[config.mk]
export PLATFORM = sky130hd
export DESIGN_NAME = beamformer_sequencer
export DESIGN_NICKNAME = d
export VERILOG_FILES = /design/src/rtl/beamformer_pkg.sv /design/src/rtl/bf_delay_line.sv /design/src/rtl/beamformer_sequencer.sv
export SDC_FILE = /design/constraint.sdc
export NUM_CORES = 1
export LEC_CHECK = 0
export ABC_CLOCK_PERIOD_IN_PS = 3300
export CAP_MARGIN = 40
export CELL_PAD_IN_SITES_DETAIL_PLACEMENT = 0
export CELL_PAD_IN_SITES_GLOBAL_PLACEMENT = 1
export CORE_MARGIN = 10
export CORE_UTILIZATION = 50
export DETAILED_ROUTE_END_ITERATION = 12
export DONT_BUFFER_PORTS = 1
export PLACE_DENSITY_LB_ADDON = 0.12
export SLEW_MARGIN = 30
export SYNTH_ARGS = -nofsm -noshare
export SYNTH_HDL_FRONTEND = slang
export SYNTH_SLANG_ARGS = --single-unit
[constraint.sdc]
create_clock -name clk -period 3.3 [get_ports clk]
set_input_delay 0.99 -clock clk [delete_from_list [all_inputs] [get_ports clk]]
set_output_delay 0.99 -clock clk [all_outputs]
set_load 0.01 [all_outputs]
[src/rtl/beamformer_pkg.sv]
// Shared types and constants for the beamformer sequencer and its delay line.
// State encoding, slice select codes and default frame sizes live here.
package beamformer_pkg;

    typedef enum logic [2:0] {
        ST_IDLE    = 3'd0,
        ST_CAPTURE = 3'd1,
        ST_SWEEP   = 3'd2,
        ST_DRAIN   = 3'd3,
        ST_READOUT = 3'd4
    } state_t;

    localparam logic [1:0] SLICE_IDLE = 2'd0;
    localparam logic [1:0] SLICE1     = 2'd1;
    localparam logic [1:0] SLICE2     = 2'd2;
    localparam logic [1:0] SLICE3     = 2'd3;

    localparam int N_IN_DEFAULT  = 1800;
    localparam int N_OUT_DEFAULT = 540;

    // sample_index value shown whenever no RAM word is in flight
    localparam logic [15:0] IDLE_INDEX = 16'hFFFF;

    function automatic logic [15:0] idx_ext(input logic [10:0] addr);
        return {5'd0, addr};
    endfunction

endpackage

[src/rtl/bf_delay_line.sv]
// Aligns {slice, address} with the input-RAM read data by delaying it DEPTH clocks.
// Cycles without a read carry the idle pattern (slice 0, index 16'hFFFF).
module bf_delay_line
    import beamformer_pkg::*;
#(
    parameter int DEPTH = 1
) (
    input  logic        clk,
    input  logic        rst,
    input  logic        i_valid,
    input  logic [1:0]  i_slice,
    input  logic [10:0] i_addr,
    output logic [1:0]  o_slice,
    output logic [15:0] o_index
);

    localparam logic [17:0] IDLE_PAT = {SLICE_IDLE, IDLE_INDEX};

    logic [17:0] r_pipe [DEPTH];
    logic [17:0] w_in;

    assign w_in = i_valid ? {i_slice, idx_ext(i_addr)} : IDLE_PAT;

    always_ff @(posedge clk) begin
        if (!rst) begin
            for (int i = 0; i < DEPTH; i++) begin
                r_pipe[i] <= IDLE_PAT;
            end
        end else begin
            r_pipe[0] <= w_in;
            for (int i = 1; i < DEPTH; i++) begin
                r_pipe[i] <= r_pipe[i-1];
            end
        end
    end

    assign {o_slice, o_index} = r_pipe[DEPTH-1];

endmodule

[src/rtl/beamformer_sequencer.sv]
// Frame sequencer: capture filtered samples, sweep the input RAM once per
// 32-bit slice with a pipeline drain after each, then stream out the sum RAM.
module beamformer_sequencer
    import beamformer_pkg::*;
#(
    parameter int N_IN   = N_IN_DEFAULT,
    parameter int N_OUT  = N_OUT_DEFAULT,
    parameter int RD_LAT = 1,
    parameter int DRAIN  = 4
) (
    input  logic        clk,
    input  logic        rst,
    input  logic        go,
    input  logic        filt_valid,
    input  logic        out_ready,
    output logic [10:0] readin_address,
    output logic        output_read_en,
    output logic        startbeamformer,
    output logic [15:0] sample_index,
    output logic [1:0]  slice_state,
    output logic [9:0]  sumout_address,
    output logic        sumouten,
    output logic        result_valid,
    output logic        busy,
    output logic        frame_done,
    output state_t      o_dbg_state
);

    localparam logic [10:0] LAST_IN    = 11'(N_IN - 1);
    localparam logic [9:0]  LAST_OUT   = 10'(N_OUT - 1);
    localparam logic [7:0]  LAST_DRAIN = 8'(DRAIN + RD_LAT - 1);

    state_t      r_state;
    logic [10:0] r_addr;
    logic [1:0]  r_slice;
    logic [7:0]  r_drain_cnt;
    logic [9:0]  r_sum_addr;
    logic        r_result_valid;
    logic        r_frame_done;

    state_t      w_state_next;
    logic [10:0] w_addr_next;
    logic [1:0]  w_slice_next;
    logic [7:0]  w_drain_next;
    logic [9:0]  w_sum_addr_next;
    logic        w_sumouten;
    logic        w_last_read;

    // Readout handshake: a sum-RAM read is issued in every READOUT cycle with
    // out_ready high (sumouten); its data is flagged by result_valid one clock later.
    assign w_sumouten  = (r_state == ST_READOUT) && out_ready;
    assign w_last_read = w_sumouten && (r_sum_addr == LAST_OUT);

    always_comb begin
        w_state_next    = r_state;
        w_addr_next     = r_addr;
        w_slice_next    = r_slice;
        w_drain_next    = r_drain_cnt;
        w_sum_addr_next = r_sum_addr;
        case (r_state)
            ST_IDLE: begin
                if (go) begin
                    w_state_next    = ST_CAPTURE;
                    w_addr_next     = '0;
                    w_slice_next    = SLICE_IDLE;
                    w_drain_next    = '0;
                    w_sum_addr_next = '0;
                end
            end
            ST_CAPTURE: begin
                if (filt_valid) begin
                    if (r_addr == LAST_IN) begin
                        w_state_next = ST_SWEEP;
                        w_addr_next  = '0;
                        w_slice_next = SLICE1;
                    end else begin
                        w_addr_next = r_addr + 11'd1;
                    end
                end
            end
            ST_SWEEP: begin
                if (r_addr == LAST_IN) begin
                    w_state_next = ST_DRAIN;
                    w_addr_next  = '0;
                    w_drain_next = '0;
                end else begin
                    w_addr_next = r_addr + 11'd1;
                end
            end
            ST_DRAIN: begin
                // Drain covers the beamformer flush plus the RAM read latency
                if (r_drain_cnt == LAST_DRAIN) begin
                    w_drain_next = '0;
                    if (r_slice == SLICE3) begin
                        w_state_next    = ST_READOUT;
                        w_slice_next    = SLICE_IDLE;
                        w_sum_addr_next = '0;
                    end else begin
                        w_state_next = ST_SWEEP;
                        w_slice_next = r_slice + 2'd1;
                    end
                end else begin
                    w_drain_next = r_drain_cnt + 8'd1;
                end
            end
            ST_READOUT: begin
                if (w_sumouten) begin
                    if (w_last_read) begin
                        w_state_next    = ST_IDLE;
                        w_sum_addr_next = '0;
                    end else begin
                        w_sum_addr_next = r_sum_addr + 10'd1;
                    end
                end
            end
            default: begin
                w_state_next = ST_IDLE;
            end
        endcase
    end

    always_ff @(posedge clk) begin
        if (!rst) begin
            r_state        <= ST_IDLE;
            r_addr         <= '0;
            r_slice        <= SLICE_IDLE;
            r_drain_cnt    <= '0;
            r_sum_addr     <= '0;
            r_result_valid <= 1'b0;
            r_frame_done   <= 1'b0;
        end else begin
            r_state        <= w_state_next;
            r_addr         <= w_addr_next;
            r_slice        <= w_slice_next;
            r_drain_cnt    <= w_drain_next;
            r_sum_addr     <= w_sum_addr_next;
            r_result_valid <= w_sumouten;
            r_frame_done   <= w_last_read;
        end
    end

    bf_delay_line #(
        .DEPTH (RD_LAT)
    ) u_delay_line (
        .clk     (clk),
        .rst     (rst),
        .i_valid (output_read_en),
        .i_slice (r_slice),
        .i_addr  (r_addr),
        .o_slice (slice_state),
        .o_index (sample_index)
    );

    assign readin_address  = r_addr;
    assign output_read_en  = (r_state == ST_SWEEP);
    assign startbeamformer = (r_state == ST_SWEEP) || (r_state == ST_DRAIN);
    assign sumout_address  = r_sum_addr;
    assign sumouten        = w_sumouten;
    assign result_valid    = r_result_valid;
    assign busy            = (r_state != ST_IDLE);
    assign frame_done      = r_frame_done;
    assign o_dbg_state     = r_state;

endmodule
==> summary.txt, run 1 <==
Timing
  • Final Hold Viols: 0
  • Post-Route Setup TNS: 0 ps
  • Pins Over Slew Limit: 0
  • F_max: 379 MHz
  • Max_slew headroom: 60.7%
  • Final Cycle Share: 80.0%
  • Final setup viols: 0
  • RSZ-0062 raised after global routing: false
  • Worst Skew: 8.14 ps
  • Worst-Margin Slew: 589 ps
  • Minimum clock period: 2640 ps

Floorplanning
  • Row count: 25
  • I/O pin total: 53
  • Initial Utilization: 52.9%
  • Die Height: 91.4 um
  • Die area: 0.00835 sq mm
  • Core area: 0.00482 sq mm
  • Die X: 91.4 um

Global route
  • GRT Total Usage: 14.7%
  • Vias in the first global route: 2033
  • Gr ovfl total: 0
  • Pin count of the biggest net entering global routing: 37
  • Initial antenna violation count: 0
  • Wire length of the first global-routing pass: 10.5 mm

Routing
  • Final antenna-violating net count: 0
  • Avg WL per Cell: 17.8 um
  • Vias per cell: 6.15
  • Drt first pass iters: 4
  • Routed vias: 2183
  • Post-detailed-route DRC marker count: 0
  • Wirelength, routed: 6.32 mm
  • Initial DRC Count: 105

Synth
  • Sequential cell area fraction in the yosys report: 39.3%
  • Mapped Nets: 305
  • Post-synth top flop: dfxtp_1
  • YS warnings: 0
  • Distinct cells, synth: 56
  • Ys async rst share: 0%
  • Cells after Synth: 295
  • Synthesized cell area: 0.00255 sq mm
  • Post-synth EDFFs: 0
  • Post-synthesis average cell area: 8.63 sq um
  • Seq cells post-synth: 50

Pwr
  • Seq pwr share: 48.4%
  • Internal power component: 993 uW
  • Worst VDD drop: 429 uV
  • Sw Share: 34.1%
  • Combinational Power Share: 21.8%
  • P per Cell Area: 560 mW/mm^2
  • Pleak: 0.910 nW
  • Clock share of power: 29.8%
  • P_sw: 515 uW

CTS
  • # Post-CTS Setup Buffers: 0
  • Clk_lat worst skew: 310 ps
  • CTS resizes: 0
  • CTS Root Cell: clkbuf_8
  • TritonCTS clock tree: built
  • Hold buffers post-CTS: 0
  • Num CTS Buffers: 5
  • Clock sink total: 50
  • Clock slew at reported path FFs: 100 ps
  • Clk buf depth: 2
  • Htree depth: 2

Place
  • Dpl cell area: 0.00257 sq mm
  • Routability cong.: 0.792
  • Hpwl dp: 4.50 mm
  • Port Buffers: 0

Job
  • Max Cap Violations: 0

Finish
  • Area grow syn2layout: 5.80%
  • Multi-input gate area: 0.00142 sq mm
  • Nets@finish: 297
  • Register area: 0.00100 sq mm
  • Diodes inserted: 0
  • Fillers: 466
  • Share of cells above drive strength 1: 8.68%
  • Design Area, Final: 0.00269 sq mm

Worst setup path
  • CP Capture Type: output port
  • CP startpoint kind: register
  • CP arrival: 1650 ps
  • Crit-path max FO: 15
  • WS Path Type: reg -> out
  • Worst path required time: 2310 ps

Worst hold path
  • HP Class: reg -> reg

Run status
  • Status: finished clean
power groups by stage:
stage | Combinational (mW) | Clock (mW) | Sequential [mW]
floorplan | 0.297 | 0 | 0.704
global placement | 0.331 | 0 | 0.745
detailed placement | 0.327 | 0 | 0.748
CTS | 0.329 | 0.459 | 0.733
global route | 0.367 | 0.483 | 0.744
finish | 0.329 | 0.449 | 0.730
worst max-delay path: stages, from the launching register on:
cell	delay [ps]
dfxtp_1	660
inv_1	200
nor3_1	490
kinds of logic (layout without fill, tap and decap cells):
| group | after synthesis | in the layout | share of synthesized area [%] |
|---|---|---|---|
| AND/OR/NAND/NOR | 129 | 129 | 29.4 |
| buffers and inverters | 28 | 21 | 5.11 |
| adder cells (fa/ha/maj) | 5 | 5 | 2.46 |
| flip-flops | 50 | 50 | 39.3 |
| XOR/XNOR | 5 | 5 | 1.72 |
| multiplexers | 5 | 5 | 2.06 |
| AO/OA/AOI/OAI | 73 | 73 | 20.0 |
worst paths after layout:
path                                   startpoint              to  slack, ps  depth (start not counted)
worst max-delay path               o_dbg_state[1]  output_read_en        660                          2
worst min-delay path                   r_slice[1]      r_slice[1]        500                          2
worst max register to register  readin_address[0]  o_dbg_state[0]        990                          5
worst min register to register         r_slice[1]      r_slice[1]        500                          2
per-layer routing:
layer  up-vias  GRT usage [%]  share of wire, %
met4         0           3.66               1.2
met5         -              0                 0
met1      1029           19.0                46
li1       1086              -                 -
met3         8           5.60               7.9
met2        60           22.6                44
flip-flops by register name, summed over array words and instances (netlist names):
signal	cells
result_valid	1
frame_done	1
r_slice	2
readin_address	11
sumout_address	10
o_dbg_state	3
r_drain_cnt	8
u_delay_line.r_pipe	14
cell usage in the layout (no fill, tap or decap), drive strengths merged, types with 3 or more instances in the layout:
cell type	count
a211oi	6
a21oi	13
a31oi	3
and2	9
and3	8
buf	5
clkbuf	5
dfxtp	50
ha	5
inv	9
mux2i	3
nand2	24
nand2b	11
nand3	16
nand3b	7
nand4	11
nor2	12
nor3	7
nor4	3
o211ai	13
o21ai	13
o21bai	3
o31ai	6
or3	7
or4	5
xnor2	5
cell type report:
cell class                      count  share of cell area [%]
Tap cell                           67                    3.11
Clock inverter                      3                    1.76
Clock buffer                        5                    2.55
Inverter                            8                    1.11
Multi-Input combinational cell    217                    52.8
Sequential cell                    50                    37.2
Timing Repair Buffer                5                    1.53
synthesized netlist by cell type (all sizes together), types with 3 or more instances:
cell    count  share of area (%)
mux2i       3                1.2
nor3        7                1.4
inv         8                1.2
ha          5                2.5
a21oi      13                2.6
clkbuf     12                1.8
a31oi       3               0.74
or4         5                1.7
dfxtp      50                 39
nand4      11                2.7
buf         8                2.2
and3        8                2.2
nand3      16                3.1
nand2b     11                2.7
nand2      24                3.5
xnor2       5                1.7
nand3b      7                2.1
nor4        3               0.74
o21ai      13                2.6
nor2       12                1.8
or3         7                1.7
and2        9                2.2
o31ai       6                1.8
o211ai     13                3.8
a211oi      6                1.8
o21bai      3               0.88
per-stage QoR:
step | worst slack (ps) | utilization (%) | power, mW | cells | hold WS [ps]
3_3_place_gp | 969 | 53.3 | 1.08 | 346 | 491
5_1_grt | 405 | 55.9 | 1.59 | 355 | 529
6_report | 658 | 55.9 | 1.51 | 355 | 504
4_1_cts | 592 | 55.7 | 1.52 | 354 | 509
3_5_place_dp | 941 | 53.3 | 1.07 | 346 | 497
2_1_floorplan | 1090 | - | 1.00 | 295 | 450
Power figures use the tool's default switching activity.
==> inputs of run 2 (changes only) <==
ABC_CLOCK_PERIOD_IN_PS = 2300   (was 3300)
CORE_UTILIZATION = 42   (was 50)
clock period = 2.3 ns   (was 3.3 ns; I/O delays follow)
==> run 2 against run 1 <==
Sequential cell count did not move. Routed wire length rose by 7.1%. Count of clock-buffer cells in the layout did not move. Setup slack got worse by 540 ps. Core utilization fell by 9.2 points. Power rose by 41%. Sequential power rose by 37%. Register-to-register slack got worse by 680 ps. Non-clock buffer count rose by 12. Clock skew rose by 5.7 ps. Combinational power rose by 81%. Die area rose by 15%. Largest cell class unchanged.
==> summary.txt, run 2 (synthesis gave the netlist of run 1 again) <==
Run status
  • Status: finished clean

Timing
  • Final Cycle Share: 94.9%
  • Max_slew headroom: 62.3%
  • Hold Worst Slack: 489 ps
  • Worst-Margin Slew: 565 ps
  • Final Hold Viols: 0
  • Post-Route Setup TNS: 0 ps
  • RSZ-0062 raised after global routing: false
  • Minimum clock period: 2180 ps
  • Pins Over Slew Limit: 0
  • Worst Skew: 13.9 ps
  • Final setup viols: 0
  • F_max: 458 MHz

Finish
  • Area grow syn2layout: 8.75%
  • Register area: 0.00100 sq mm
  • Multi-input gate area: 0.00142 sq mm
  • Max reg flops: 14
  • Commonest non-fill, non-tap cell in the layout: dfxtp_1
  • Diodes inserted: 0
  • Biggest register: u_delay_line.r_pipe
  • Post-Layout Cell Count: 375
  • Nets@finish: 309
  • Most frequent cells in the layout: dfxtp_1 (50), nand2_1 (24), buf_4 (17), nand3_1 (16)
  • Fillers: 593
  • Share of cells above drive strength 1: 12.7%

Routing
  • Final antenna-violating net count: 0
  • Drt first pass iters: 4
  • Initial DRC Count: 111
  • Avg WL per Cell: 18.1 um
  • Vias per cell: 5.90
  • Routed vias: 2212
  • Wirelength, routed: 6.77 mm
  • Post-detailed-route DRC marker count: 0

Global route
  • Grt peak-use layer: met2
  • Wire length of the first global-routing pass: 10.8 mm
  • Met1 Use GR: 14.8%
  • Initial antenna violation count: 0
  • M2 GR Usage: 23.0%
  • GRT Total Usage: 13.4%
  • Gr ovfl total: 0
  • Pin count of the biggest net entering global routing: 37
  • Met3 Use GR: 4.58%
  • Vias in the first global route: 2057

Place
  • Port Buffers: 0
  • Dpl cells: 367
  • Hpwl dp: 4.87 mm
  • Routability cong.: 0.845

Pwr
  • P per Cell Area: 766 mW/mm^2
  • Pleak: 0.954 nW
  • Worst VDD drop: 351 uV

CTS
  • Clk buf depth: 2
  • Clock sink total: 50
  • CTS Root Cell: clkbuf_8
  • Clk_lat worst skew: 310 ps
  • Clock slew at reported path FFs: 90 ps
  • Num CTS Buffers: 5
  • TritonCTS clock tree: built
  • Htree depth: 2

Floorplanning
  • Die Height: 97.9 um
  • I/O pin total: 53
  • Die X: 97.9 um
  • Row count: 28
  • Die area: 0.00958 sq mm
  • Initial Utilization: 43.0%
  • Core area: 0.00592 sq mm

Worst setup path
  • Crit-path max FO: 9
  • CP Capture Type: output port
  • WS Path Type: reg -> out
  • CP startpoint kind: register
  • CP arrival: 1490 ps
  • Worst path required time: 1610 ps

Job
  • Max Cap Violations: 0

Worst hold path
  • HP Class: reg -> reg
run 2: cell count changes in the layout (fill, tap and decap cells not counted):
cell and change:
nor2_2 +1, clkinvlp_4 +2, nor2_1 -1, buf_6 -1, bufinv_16 -1, clkinv_4 -1, buf_4 +13
run 2: per-stage QoR:
stage	utilization, %	power [mW]	area [sq um]	setup WS [ps]
after floorplan	-	1.44	2550	390
after global placement	45.2	1.62	2670	314
after detailed placement	45.2	1.62	2670	332
after CTS	46.7	2.15	2770	22.9
after global routing	46.8	2.25	2770	11.2
final	46.8	2.12	2770	118
run 2: what timing repair did:
action	4_1_cts	5_1_grt
endpoints found under the hold margin	0	0
resized for setup	0	1
setup buffers	0	0
hold buffers	0	0
endpoints found under the setup margin	0	1
run 2: cell type report:
class	count	share of cell area, %
Clock inverter	3	0.859
Timing Repair Buffer	17	4.61
Multi-Input combinational cell	217	51.4
Clock buffer	5	2.49
Sequential cell	50	36.1
Inverter	8	1.08
Tap cell	75	3.39
run 2: per-layer routing:
| metal | wire length [um] | part of all wire, % |
|---|---|---|
| met1 | 2860 | 42 |
| met2 | 3320 | 49 |
| met3 | 488 | 7.2 |
| met4 | 102 | 1.5 |
| met5 | 0 | 0 |
run 2: power by group:
part / internal [mW] / switching, mW / total (mW)
Combinational: 0.227 / 0.369 / 0.596
Clock: 0.218 / 0.309 / 0.527
Sequential: 0.923 / 0.0752 / 0.998
run 2: worst paths after layout:
path / from / endpoint / slack (ps) / cells past startpoint
max: o_dbg_state[1] / output_read_en / 120 / 2
min: r_slice[1] / r_slice[1] / 490 / 2
max reg2reg: sumout_address[0] / sumout_address[4] / 310 / 5
min reg2reg: r_slice[1] / r_slice[1] / 490 / 2
run 2: worst max-delay path, stage by stage, from the launching register on:
cell,delay [ps]
dfxtp_1,540
inv_1,180
nor3_1,470
==> inputs of run 3 (changes only) <==
CORE_UTILIZATION = 44   (was 42)
CTS_BUF_LIST = sky130_fd_sc_hd__clkbuf_4 sky130_fd_sc_hd__clkbuf_8   (was default)
==> run 3 against run 2 <==
Fmax up 2.2%. Highest routed layer unchanged. Via count up 1.4%. Power up 4.5%. Sequential share of layout area down 0.17 points. Count of clock-buffer cells in the layout up 1. Clock skew down 7.1 ps. Design area up 0.59%. Combinational power down 4.4%.
==> summary.txt, run 3 (synthesis gave the netlist of run 1 again) <==
Floorplanning
  • Die area: 0.00923 sq mm
  • Die Height: 96.1 um
  • Die X: 96.1 um
  • Row count: 27
  • Core area: 0.00557 sq mm
  • I/O pin total: 53
  • Initial Utilization: 45.7%

Finish
  • Diodes inserted: 0
  • Share of cells above drive strength 1: 12.7%
  • Commonest non-fill, non-tap cell in the layout: dfxtp_1
  • Design Area, Final: 0.00279 sq mm
  • Most frequent cells in the layout: dfxtp_1 (49), nand2_1 (24), buf_4 (17), nand3_1 (16)
  • Area grow syn2layout: 9.39%
  • Max reg flops: 14
  • Nets@finish: 309
  • Biggest register: u_delay_line.r_pipe
  • Fillers: 555

Place
  • Hpwl dp: 4.81 mm
  • Dpl cell area: 0.00267 sq mm
  • Port Buffers: 0
  • Dpl ws: 326 ps
  • Routability cong.: 0.803

Pwr
  • P per Cell Area: 796 mW/mm^2
  • Pwr Total: 2.22 mW
  • Pleak: 0.968 nW
  • Worst VDD drop: 359 uV

Timing
  • Setup slack after layout: 164 ps
  • Final Hold Viols: 0
  • F_max: 468 MHz
  • Pins Over Slew Limit: 0
  • Worst-Margin Slew: 491 ps
  • Max_slew headroom: 67.2%
  • Final setup viols: 0
  • Post-Route Setup TNS: 0 ps
  • Final Cycle Share: 92.9%
  • Minimum clock period: 2140 ps
  • RSZ-0062 raised after global routing: false
  • Worst Skew: 6.74 ps

Routing
  • Avg WL per Cell: 17.9 um
  • Vias per cell: 6.03
  • Wirelength, routed: 6.67 mm
  • Post-detailed-route DRC marker count: 0
  • Final antenna-violating net count: 0
  • Initial DRC Count: 111
  • Drt first pass iters: 4
  • Routed vias: 2244

CTS
  • CTS resizes: 0
  • Hold buffers post-CTS: 0
  • Clk_lat worst skew: 300 ps
  • Num CTS Buffers: 5
  • TritonCTS clock tree: built
  • CTS Root Cell: clkbuf_8
  • Clk buf depth: 2
  • Clock sink total: 50
  • Htree depth: 2
  • # Post-CTS Setup Buffers: 0
  • Clock slew at reported path FFs: 90 ps

Worst setup path
  • CP Capture Type: output port
  • Slowest CP cell: dfxtp_1
  • Crit-path max FO: 11
  • CP arrival: 1450 ps
  • Max incr delay on CP: 470 ps
  • Worst path required time: 1610 ps
  • CP startpoint kind: register
  • WS Path Type: reg -> out
  • Crit-path cells: nor2_1 -> and3_1

Global route
  • Initial antenna violation count: 0
  • Vias in the first global route: 2068
  • Met1 Use GR: 18.5%
  • Grt peak-use layer: met2
  • GRT Total Usage: 14.5%
  • Met3 Use GR: 5.14%
  • Pin count of the biggest net entering global routing: 37
  • Wire length of the first global-routing pass: 10.7 mm
  • Gr ovfl total: 0
  • M2 GR Usage: 22.4%

Run status
  • Status: finished clean

Worst hold path
  • HP Class: reg -> reg

Job
  • Max Cap Violations: 0
[run 3: final timing paths]
| check | from | to | slack, ps | cells after the start |
|---|---|---|---|---|
| worst min register to register | r_slice[1] | r_slice[1] | 500 | 2 |
| worst max register to register | o_dbg_state[0] | readin_address[6] | 300 | 4 |
| worst max-delay path | o_dbg_state[0] | sumouten | 160 | 2 |
| worst min-delay path | r_slice[1] | r_slice[1] | 500 | 2 |
[run 3: metal layers]
layer  wire (um)  vias up
li1            -     1107
met1        3040     1070
met2        2960       59
met3         585        8
met4          82        0
met5           0        -
[run 3: cell type report]
class | instances | area, sq um | share of cell area (%)
multi-input combinational | 217 | 1420 | 51.0
sequential | 50 | 1000 | 36.0
timing repair buffer | 17 | 128 | 4.58
tap | 72 | 90.1 | 3.23
clock buffer | 6 | 76.3 | 2.74
clock inverter | 2 | 37.5 | 1.35
inverter | 8 | 30.0 | 1.08
[run 3: power breakdown]
| group | switching [mW] | total, mW | leakage (nW) | internal (mW) |
|---|---|---|---|---|
| Combinational | 0.348 | 0.570 | 0.509 | 0.222 |
| Sequential | 0.0985 | 1.02 | 0.405 | 0.924 |
| Clock | 0.289 | 0.626 | 0.0548 | 0.336 |
| Total | 0.735 | 2.22 | 0.968 | 1.48 |
[run 3: critical path, delay by kind of cell, from the launching register on]
family / cells / cell delay (ps)
and+or+nand+nor: 2 / 670
DFF: 1 / 470
[run 3: metrics by stage]
step | cells | utilization [%] | hold WS [ps]
global route | 372 | 50.0 | 499
global placement | 364 | 47.9 | 492
floorplan | 295 | - | 450
CTS | 372 | 49.9 | 501
finish | 372 | 50.0 | 501
detailed placement | 364 | 47.9 | 486
